<file path="src/rtl/sky_capture.sv">
// sky_capture: decodes the sky renderer's x/y/color/plot pixel stream back
// into four column occupancy words, publishing them once per frame.
// Each cell keeps a seen mask and a lit mask over its pixels. At commit, a
// cell is meatball (2'b10) only when it was fully drawn and fully lit, and
// empty (2'b00) otherwise. A partly drawn or mixed cell is also flagged.
module sky_capture #(
  parameter int CELL_W = 4,
  parameter int CELL_H = 4,
  parameter int ROWS   = 14,
  parameter int COLS   = 4
) (
  input  logic              clock,
  input  logic              reset,
  input  logic              plot,
  input  logic [7:0]        x,
  input  logic [6:0]        y,
  input  logic [2:0]        color,
  input  logic              frame_done,
  output logic [2*ROWS-1:0] col1,
  output logic [2*ROWS-1:0] col2,
  output logic [2*ROWS-1:0] col3,
  output logic [2*ROWS-1:0] col4,
  output logic              frame_valid,
  output logic              cell_error,
  output logic              oob_seen,
  output logic              busy
);

  localparam int NCELLS  = COLS * ROWS;
  localparam int PIX     = CELL_W * CELL_H;
  localparam int CELL_AW = $clog2(NCELLS);
  localparam int PIX_AW  = $clog2(PIX);

  typedef enum logic [1:0] {
    IDLE    = 2'd0,
    CAPTURE = 2'd1,
    COMMIT  = 2'd2
  } state_t;

  state_t state_r, state_nxt_s;

  logic [PIX-1:0]     seen_r [NCELLS];
  logic [PIX-1:0]     lit_r  [NCELLS];
  logic               oob_r;

  logic [2*ROWS-1:0]  col_r      [COLS];
  logic [2*ROWS-1:0]  col_word_s [COLS];
  logic               frame_valid_r;
  logic               cell_error_r;
  logic               oob_seen_r;
  logic               decode_err_s;

  logic [7:0]         col_s;
  logic [6:0]         row_s;
  logic [7:0]         pix_s;
  logic [7:0]         cell_s;
  logic               in_range_s;
  logic [CELL_AW-1:0] cell_idx_s;
  logic [PIX_AW-1:0]  pix_idx_s;
  logic               lit_s;

  logic               clr_s;
  logic               wr_s;
  logic               oob_set_s;
  logic               commit_s;

  // Returns {error, code} for one cell from its seen and lit masks.
  function automatic logic [2:0] decode_cell(input logic [PIX-1:0] seen,
                                             input logic [PIX-1:0] lit);
    logic [2:0] res;
    if (&seen) begin
      if (&lit) begin
        res = {1'b0, 2'b10};
      end else if (lit == '0) begin
        res = {1'b0, 2'b00};
      end else begin
        res = {1'b1, 2'b00};
      end
    end else begin
      res = {1'b1, 2'b00};
    end
    return res;
  endfunction

  // Map the incoming pixel to a cell and a pixel position inside that cell.
  always_comb begin
    col_s      = x / 8'(CELL_W);
    row_s      = y / 7'(CELL_H);
    pix_s      = 8'(y % 7'(CELL_H)) * 8'(CELL_W) + (x % 8'(CELL_W));
    cell_s     = col_s * 8'(ROWS) + {1'b0, row_s};
    in_range_s = (x < 8'(COLS * CELL_W)) && (y < 7'(ROWS * CELL_H));
    cell_idx_s = CELL_AW'(cell_s);
    pix_idx_s  = PIX_AW'(pix_s);
    lit_s      = (color != 3'b000);
  end

  // Next-state logic and the per-cycle mask/flag controls.
  always_comb begin
    state_nxt_s = state_r;
    clr_s       = 1'b0;
    wr_s        = 1'b0;
    oob_set_s   = 1'b0;
    commit_s    = 1'b0;
    case (state_r)
      IDLE: begin
        if (plot) begin
          // First pixel of a frame: wipe the old frame and keep this pixel.
          state_nxt_s = CAPTURE;
          clr_s       = 1'b1;
          wr_s        = in_range_s;
          oob_set_s   = !in_range_s;
        end else begin
          state_nxt_s = IDLE;
        end
      end
      CAPTURE: begin
        wr_s      = plot && in_range_s;
        oob_set_s = plot && !in_range_s;
        if (frame_done) begin
          state_nxt_s = COMMIT;
        end else begin
          state_nxt_s = CAPTURE;
        end
      end
      COMMIT: begin
        // Pixels arriving here are dropped; the renderer is idle.
        commit_s    = 1'b1;
        state_nxt_s = IDLE;
      end
      default: begin
        state_nxt_s = IDLE;
      end
    endcase
  end

  // State register.
  always_ff @(posedge clock or negedge reset) begin
    if (!reset) begin
      state_r <= IDLE;
    end else begin
      state_r <= state_nxt_s;
    end
  end

  // Working masks: whole-frame clear, then the current pixel (same edge).
  always_ff @(posedge clock or negedge reset) begin
    if (!reset) begin
      for (int c = 0; c < NCELLS; c++) begin
        seen_r[c] <= '0;
        lit_r[c]  <= '0;
      end
    end else begin
      for (int c = 0; c < NCELLS; c++) begin
        if (clr_s) begin
          seen_r[c] <= '0;
          lit_r[c]  <= '0;
        end
        if (wr_s && (cell_idx_s == CELL_AW'(c))) begin
          seen_r[c][pix_idx_s] <= 1'b1;
          lit_r[c][pix_idx_s]  <= lit_s;
        end
      end
    end
  end

  // Out-of-range flag for the frame being captured.
  always_ff @(posedge clock or negedge reset) begin
    if (!reset) begin
      oob_r <= 1'b0;
    end else if (clr_s) begin
      oob_r <= oob_set_s;
    end else if (oob_set_s) begin
      oob_r <= 1'b1;
    end
  end

  // Decode every cell of the working masks into column words.
  always_comb begin
    decode_err_s = 1'b0;
    for (int c = 0; c < COLS; c++) begin
      col_word_s[c] = '0;
      for (int r = 0; r < ROWS; r++) begin
        logic [2:0] d;
        d = decode_cell(seen_r[CELL_AW'(c * ROWS + r)],
                        lit_r[CELL_AW'(c * ROWS + r)]);
        col_word_s[c][2*r +: 2] = d[1:0];
        decode_err_s            = decode_err_s | d[2];
      end
    end
  end

  // Published outputs: loaded on the edge leaving COMMIT, held otherwise.
  always_ff @(posedge clock or negedge reset) begin
    if (!reset) begin
      for (int c = 0; c < COLS; c++) begin
        col_r[c] <= '0;
      end
      frame_valid_r <= 1'b0;
      cell_error_r  <= 1'b0;
      oob_seen_r    <= 1'b0;
    end else if (commit_s) begin
      for (int c = 0; c < COLS; c++) begin
        col_r[c] <= col_word_s[c];
      end
      frame_valid_r <= 1'b1;
      cell_error_r  <= decode_err_s;
      oob_seen_r    <= oob_r;
    end else begin
      frame_valid_r <= 1'b0;
    end
  end

  assign col1        = col_r[0];
  assign col2        = col_r[1];
  assign col3        = col_r[2];
  assign col4        = col_r[3];
  assign frame_valid = frame_valid_r;
  assign cell_error  = cell_error_r;
  assign oob_seen    = oob_seen_r;
  assign busy        = (state_r != IDLE);

endmodule

</file>
<file path="config.mk">
export PLATFORM = sky130hd
export DESIGN_NAME = sky_capture
export DESIGN_NICKNAME = d
export VERILOG_FILES = /design/src/rtl/sky_capture.sv
export SDC_FILE = /design/constraint.sdc
export NUM_CORES = 2
export LEC_CHECK = 0
export ABC_AREA = 1
export CAP_MARGIN = 10
export CORE_UTILIZATION = 40
export CTS_CLUSTER_SIZE = 20
export DETAILED_ROUTE_END_ITERATION = 8
export GPL_ROUTABILITY_DRIVEN = 1
export SYNTH_ARGS = -nofsm -noshare
export SYNTH_HDL_FRONTEND = slang
export SYNTH_SLANG_ARGS = --single-unit
</file>
<file path="constraint.sdc">
create_clock -name clock -period 2.05 [get_ports clock]
set_input_delay 0.41 -clock clock [delete_from_list [all_inputs] [get_ports clock]]
set_output_delay 0.41 -clock clock [all_outputs]
set_load 0.02 [all_outputs]
</file>
======== Word level (Yosys, flattened, before mapping) ========
Cells that the tools add are included.
storage, ports and cells
  bits in registers ....................... 1094
  bits of input ports ..................... 22
  word-level logic and storage cells ...... 489
cells by class
  add/subtract/negate cells ............... 2
  multipliers ............................. 1
  order comparisons ....................... 4
  equality and inequality tests ........... 33
  muxes and demuxes ....................... 239
  bitwise gates (word level) .............. 32
  reduce and logical (&&, ||, !) cells .... 106
operators by type and width
  operator               number
  $mux W16               128
  $reduce_and A16 Y1     64
  $bwmux W16             32
  $or A16 B16 Y16        32
  $mux W2                65
  $eq A6 B5 Y1 const B   16
  $eq A6 B4 Y1 const B   8
  $logic_and A1 B1 Y1    36
  $eq A6 B3 Y1 const B   4
  $eq A6 B2 Y1 const B   2
  $mux W1                10
  $lt A8 B5 Y1 const B   1
  $lt A7 B6 Y1 const B   1
  $add A6 B5 Y6          1
  $eq A6 B1 Y1 const B   1
  $logic_not A6 Y1       1
  $mul A6 B3 Y5 const B  1
  $lt A4 B5 Y1 const B   1
  $add A4 B2 Y4          1
  $demux W1 S4           1
  $ge A4 B1 Y1 const B   1
  $pmux W1 S2            2
  $pmux W2 S2            1
  $reduce_bool A2 Y1     2
  5 further kinds        5

======== Logic depth before layout (Yosys ltp) ========
  depth in word-level cells ............... 7
  gate-level depth with buffers ........... 19
  gate-level depth less buffers ........... 17

======== Least setup slack after synthesis ========
Ideal clock, no wire load.
  path type ............................... input to register
  start ................................... input port x[2]
  end ..................................... register lit_r[702] (netlist bit)
  setup time .............................. 0.117 ns
  arrival time ............................ 3.241 ns
  path slack .............................. -1.308 ns
  cell stages on the path ................. 18
  cell sequence ........................... inv_1 -> fa_1 -> inv_1 -> ha_1 -> inv_1 -> fa_1 -> inv_1 -> ha_1 -> a21oi_1 -> nand2_1 -> nand3_1 -> nand3_4 -> buf_4 -> nor2_2 -> buf_6 -> nand2_1 -> nand2_1 -> nand2_1
between the ends
  longest elaborated chain between the ends .. 6
ends and longest elaborated chain
  item                                                                   line  RTL
  start: declaration                                                     15    input logic [7:0] x,
  parallel branches: the longest is 4 deep, another holds $mul A6 B3 Y5  n/a
  $logic_and A1 B1 Y1 (*)                                                158   if (wr_s && (cell_idx_s == CELL_AW'(c))) begin
  $mux W16 (*)                                                           158
  end signal: indexed assignment                                         160   lit_r[c][pix_idx_s] <= lit_s;
  end: declaration                                                       43    logic [PIX-1:0] lit_r [NCELLS];
Mark *: on every way between the ends.
A chain may end at the register's enable or synchronous reset.

======== Worst setup path in the final report ========
  start ................................... input port x[4]
  end ..................................... register lit_r[759] (netlist bit)
The elaborated chain is that of the path after synthesis.

==> summary.txt <==
Clock network
  – Maximum clock path buffer count: 3
  – Clock Latency Late Sink: 0.73 ns
  – CTS buffer count: 116
  – CTS tree: yes
  – CTS H-tree lvls: 3
  – TritonCTS sink count: 1062
  – Reg clk slew, reported paths: 0.06 ns
  – Root buf cell: clkbuf_16

Die
  – Initial Util: 40.3%
  – Die width: 347 um
  – Die Footprint: 0.120 mm^2
  – Core area: 0.118 mm^2
  – Site Rows: 126
  – Die extent in y: 347 um
  – I/O pin total: 138

Setup path
  – Critical path cell sequence: buf_8, buf_6, fa_1, inv_2, fa_1, inv_2, ha_4, nand3b_1, nand2_2, inv_2, nand2_4, nand3_4, buf_6, buf_6, nor2_4, clkbuf_16, nand2_4, nand2_1, nand2_1
  – CP arrival: 3.45 ns
  – Req. time, crit path: 2.65 ns
  – Slowest cell delay on critical path: 0.55 ns
  – Worst path bufs/invs: 8
  – Startpoint types: primary input
  – CP Class: primary input to flop
  – Crit end category: flop
  – Top delay family on crit path: adder cells
  – CP max stage cell: fa_1
  – Critical path fanouts, max: 8

Synth
  – Syn. warnings: 0
  – Post-synth top area share: 56.0%
  – Cell variety after synth: 25
  – Avg Cell Area, Syn: 7.71 um^2
  – Synth top area cells: dfrtp_1 (56%), nand2_1 (25%), nor2_1 (4.2%), inv_1 (4.2%), nand4_1 (3.4%)
  – Mapped Cells: 6158
  – Mapped cell area: 0.0475 mm^2
  – Asr flop ratio synth: 100%
  – Top FF cell, synth: dfrtp_1
  – Most frequent cell after synthesis: nand2_1
  – Post-synth top cells: nand2_1 (3111), dfrtp_1 (1062), nor2_1 (533), inv_1 (532), nand4_1 (257)
  – Yosys reg bits: 1062
  – Yosys top cell by area: dfrtp_1
  – Sequential area share after synthesis: 56.0%
  – EDFF count, synth: 0

Routing
  – Drt pass-1 iters: 6
  – Post-route ant nets: 0
  – DRC viols: 0
  – Vias/cell: 5.03
  – Drt wl/cell: 19.3 um
  – DR iter-0 viols: 3684
  – DR vias: 40.6k
  – Total Routed Length: 156 mm

STA
  – Worst Clk Skew: 0.0390 ns
  – Final Max Slew Viols: 0
  – Final Hold Fails: 0
  – Sum of negative setup slack: -620.95 ns
  – Slew at the pin closest to its max-slew limit: 0.538 ns
  – Setup ws final: -0.800 ns
  – Max Clk Rate: 351 MHz
  – Final setup viols: 1057
  – Final Critical Period: 2.85 ns
  – Tcrit/Tclk final: 139%
  – Slew margin rel.: 64.2%
  – RSZ-0062 raised after global routing: yes

Placement
  – Placed Cells: 7778
  – IO buf count: 57
  – Gp weighted congestion: 0.893
  – DP HPWL: 94.4 mm
  – Dpl ws: -1.90 ns

Power
  – PD cells: 792 mW/mm^2
  – Peak VDD IR: 0.000642 V
  – Pwr Total: 48.4 mW
  – Leakage: 33.7 nW

GRT
  – Pin count of the biggest net entering global routing: 88
  – Number of global-route vias before repair: 38.7k
  – Initial antenna violation count: 2
  – Global-route wire length before repair: 234 mm
  – Overall Global Routing Usage: 25.3%
  – GRT overflow: 0

Final layout
  – Multi-input logic area: 0.0197 mm^2
  – Synthesis-to-layout area growth: 28.7%
  – Nets: 6473
  – Seq. cell area: 0.0266 mm^2
  – Fill cell count: 10.8k
  – Fraction of final layout cells with drive strength greater than 1: 18.5%
  – Diode count: 0
  – Cell Count, Final, Fillers Out: 8074

Status
  – Failing checks: setup timing
  – Status: complete, but fails checks

Hold path
  – Hold WC Path Type: primary input to asynchronous set/reset pin

Flow run
  – Max Cap Viol: 0
==> stage by stage <==
| step | hold slack [ns] | utilization, % | cell area, um^2 |
|---|---|---|---|
| finish | 0.162 | 51.8 | 61100 |
| CTS | 0.135 | 49.9 | 58900 |
| global route | 0.183 | 51.8 | 61100 |
| global placement | 0.291 | 45.1 | 53200 |
| detailed placement | 0.292 | 45.1 | 53200 |
| floorplan | 0.114 | - | 48100 |
==> timing repair <==
| item | 4_1_cts | 5_1_grt |
|---|---|---|
| hold endpoints to repair | 346 | 0 |
| buffers inserted | 22 | 23 |
| endpoints found under the setup margin | 1060 | 1060 |
| resized for setup | 199 | 522 |
| gates cloned | 23 | 23 |
| hold buffers | 1 | 0 |
| pin swaps | 58 | 130 |
==> metal layers <==
metal  vias up  part of all wire (%)  global-route usage (%)
met5         -                 0.018                       0
met4         4                   3.9                    8.88
met3       312                   6.1                    3.34
met2      1291                    46                    39.8
met1     19800                    44                    35.8
li1      19200                     -                       -
==> report_power, final <==
| group | total, mW | internal, mW | switching [mW] |
|---|---|---|---|
| clock network | 22.5 | 13.5 | 8.99 |
| registers | 21.0 | 21.0 | 0.0244 |
| logic | 4.88 | 1.41 | 3.48 |
| total | 48.4 | 35.9 | 12.5 |
==> cells in the final DEF (no fill, tap or decap), drive strengths merged <==
master / n
fa: 4
xnor2: 2
dlygate4sd3: 1
nand3b: 1
clkbuf: 196
nor2: 553
nor3: 1
clkinv: 23
nor4: 64
conb: 80
o21ai: 67
bufbuf: 2
a21oi: 2
bufinv: 14
dfrtp: 1062
clkdlybuf4s50: 52
nand4: 257
buf: 408
ha: 7
or2: 1
nand3: 88
clkinvlp: 2
inv: 539
nand2: 3111
clkdlybuf4s15: 1
==> state kept, by name, indices dropped and copies added (netlist names) <==
name / cells
lit_r: 512
seen_r: 512
col1: 14
col2: 14
col3: 4
state_r: 2
cell_error: 1
frame_valid: 1
oob_r: 1
oob_seen: 1
==> layout make-up <==
| type | count | share of cell area (%) |
|---|---|---|
| flip-flops and latches | 1062 | 43.5 |
| multi-input cells | 4238 | 32.2 |
| repair buffers | 487 | 11.1 |
| clock buffers | 173 | 5.71 |
| inverters | 535 | 3.30 |
| well taps | 1536 | 3.15 |
| clock inverters | 43 | 1.01 |
==> kinds of logic (layout without fill, tap and decap cells) <==
kind of cell,Yosys count,in the layout,share of synthesized area [%]
xor+xnor,2,2,0.0369
simple gates,4076,4076,34.4
buf+inv,937,1238,8.52
compound gates,69,69,0.727
flops,1062,1062,56.0
fa+ha+maj,11,11,0.353
other cells,1,80,0.00790
==> path summary, 6_finish.rpt <==
check                               to   startpoint  slack (ns)  depth (start not counted)
min in group clock          state_r[1]   frame_done        0.24                          3
setup reg to reg            lit_r[540]   state_r[1]           0                         11
max in group asynchronous   lit_r[689]        reset        0.93                          4
setup / recovery            lit_r[759]         x[4]       -0.80                         19
hold reg to reg            seen_r[777]  seen_r[777]        0.48                          2
hold / removal             seen_r[428]        reset        0.16                          2
Note: power is estimated with default switching activity, not from simulation.
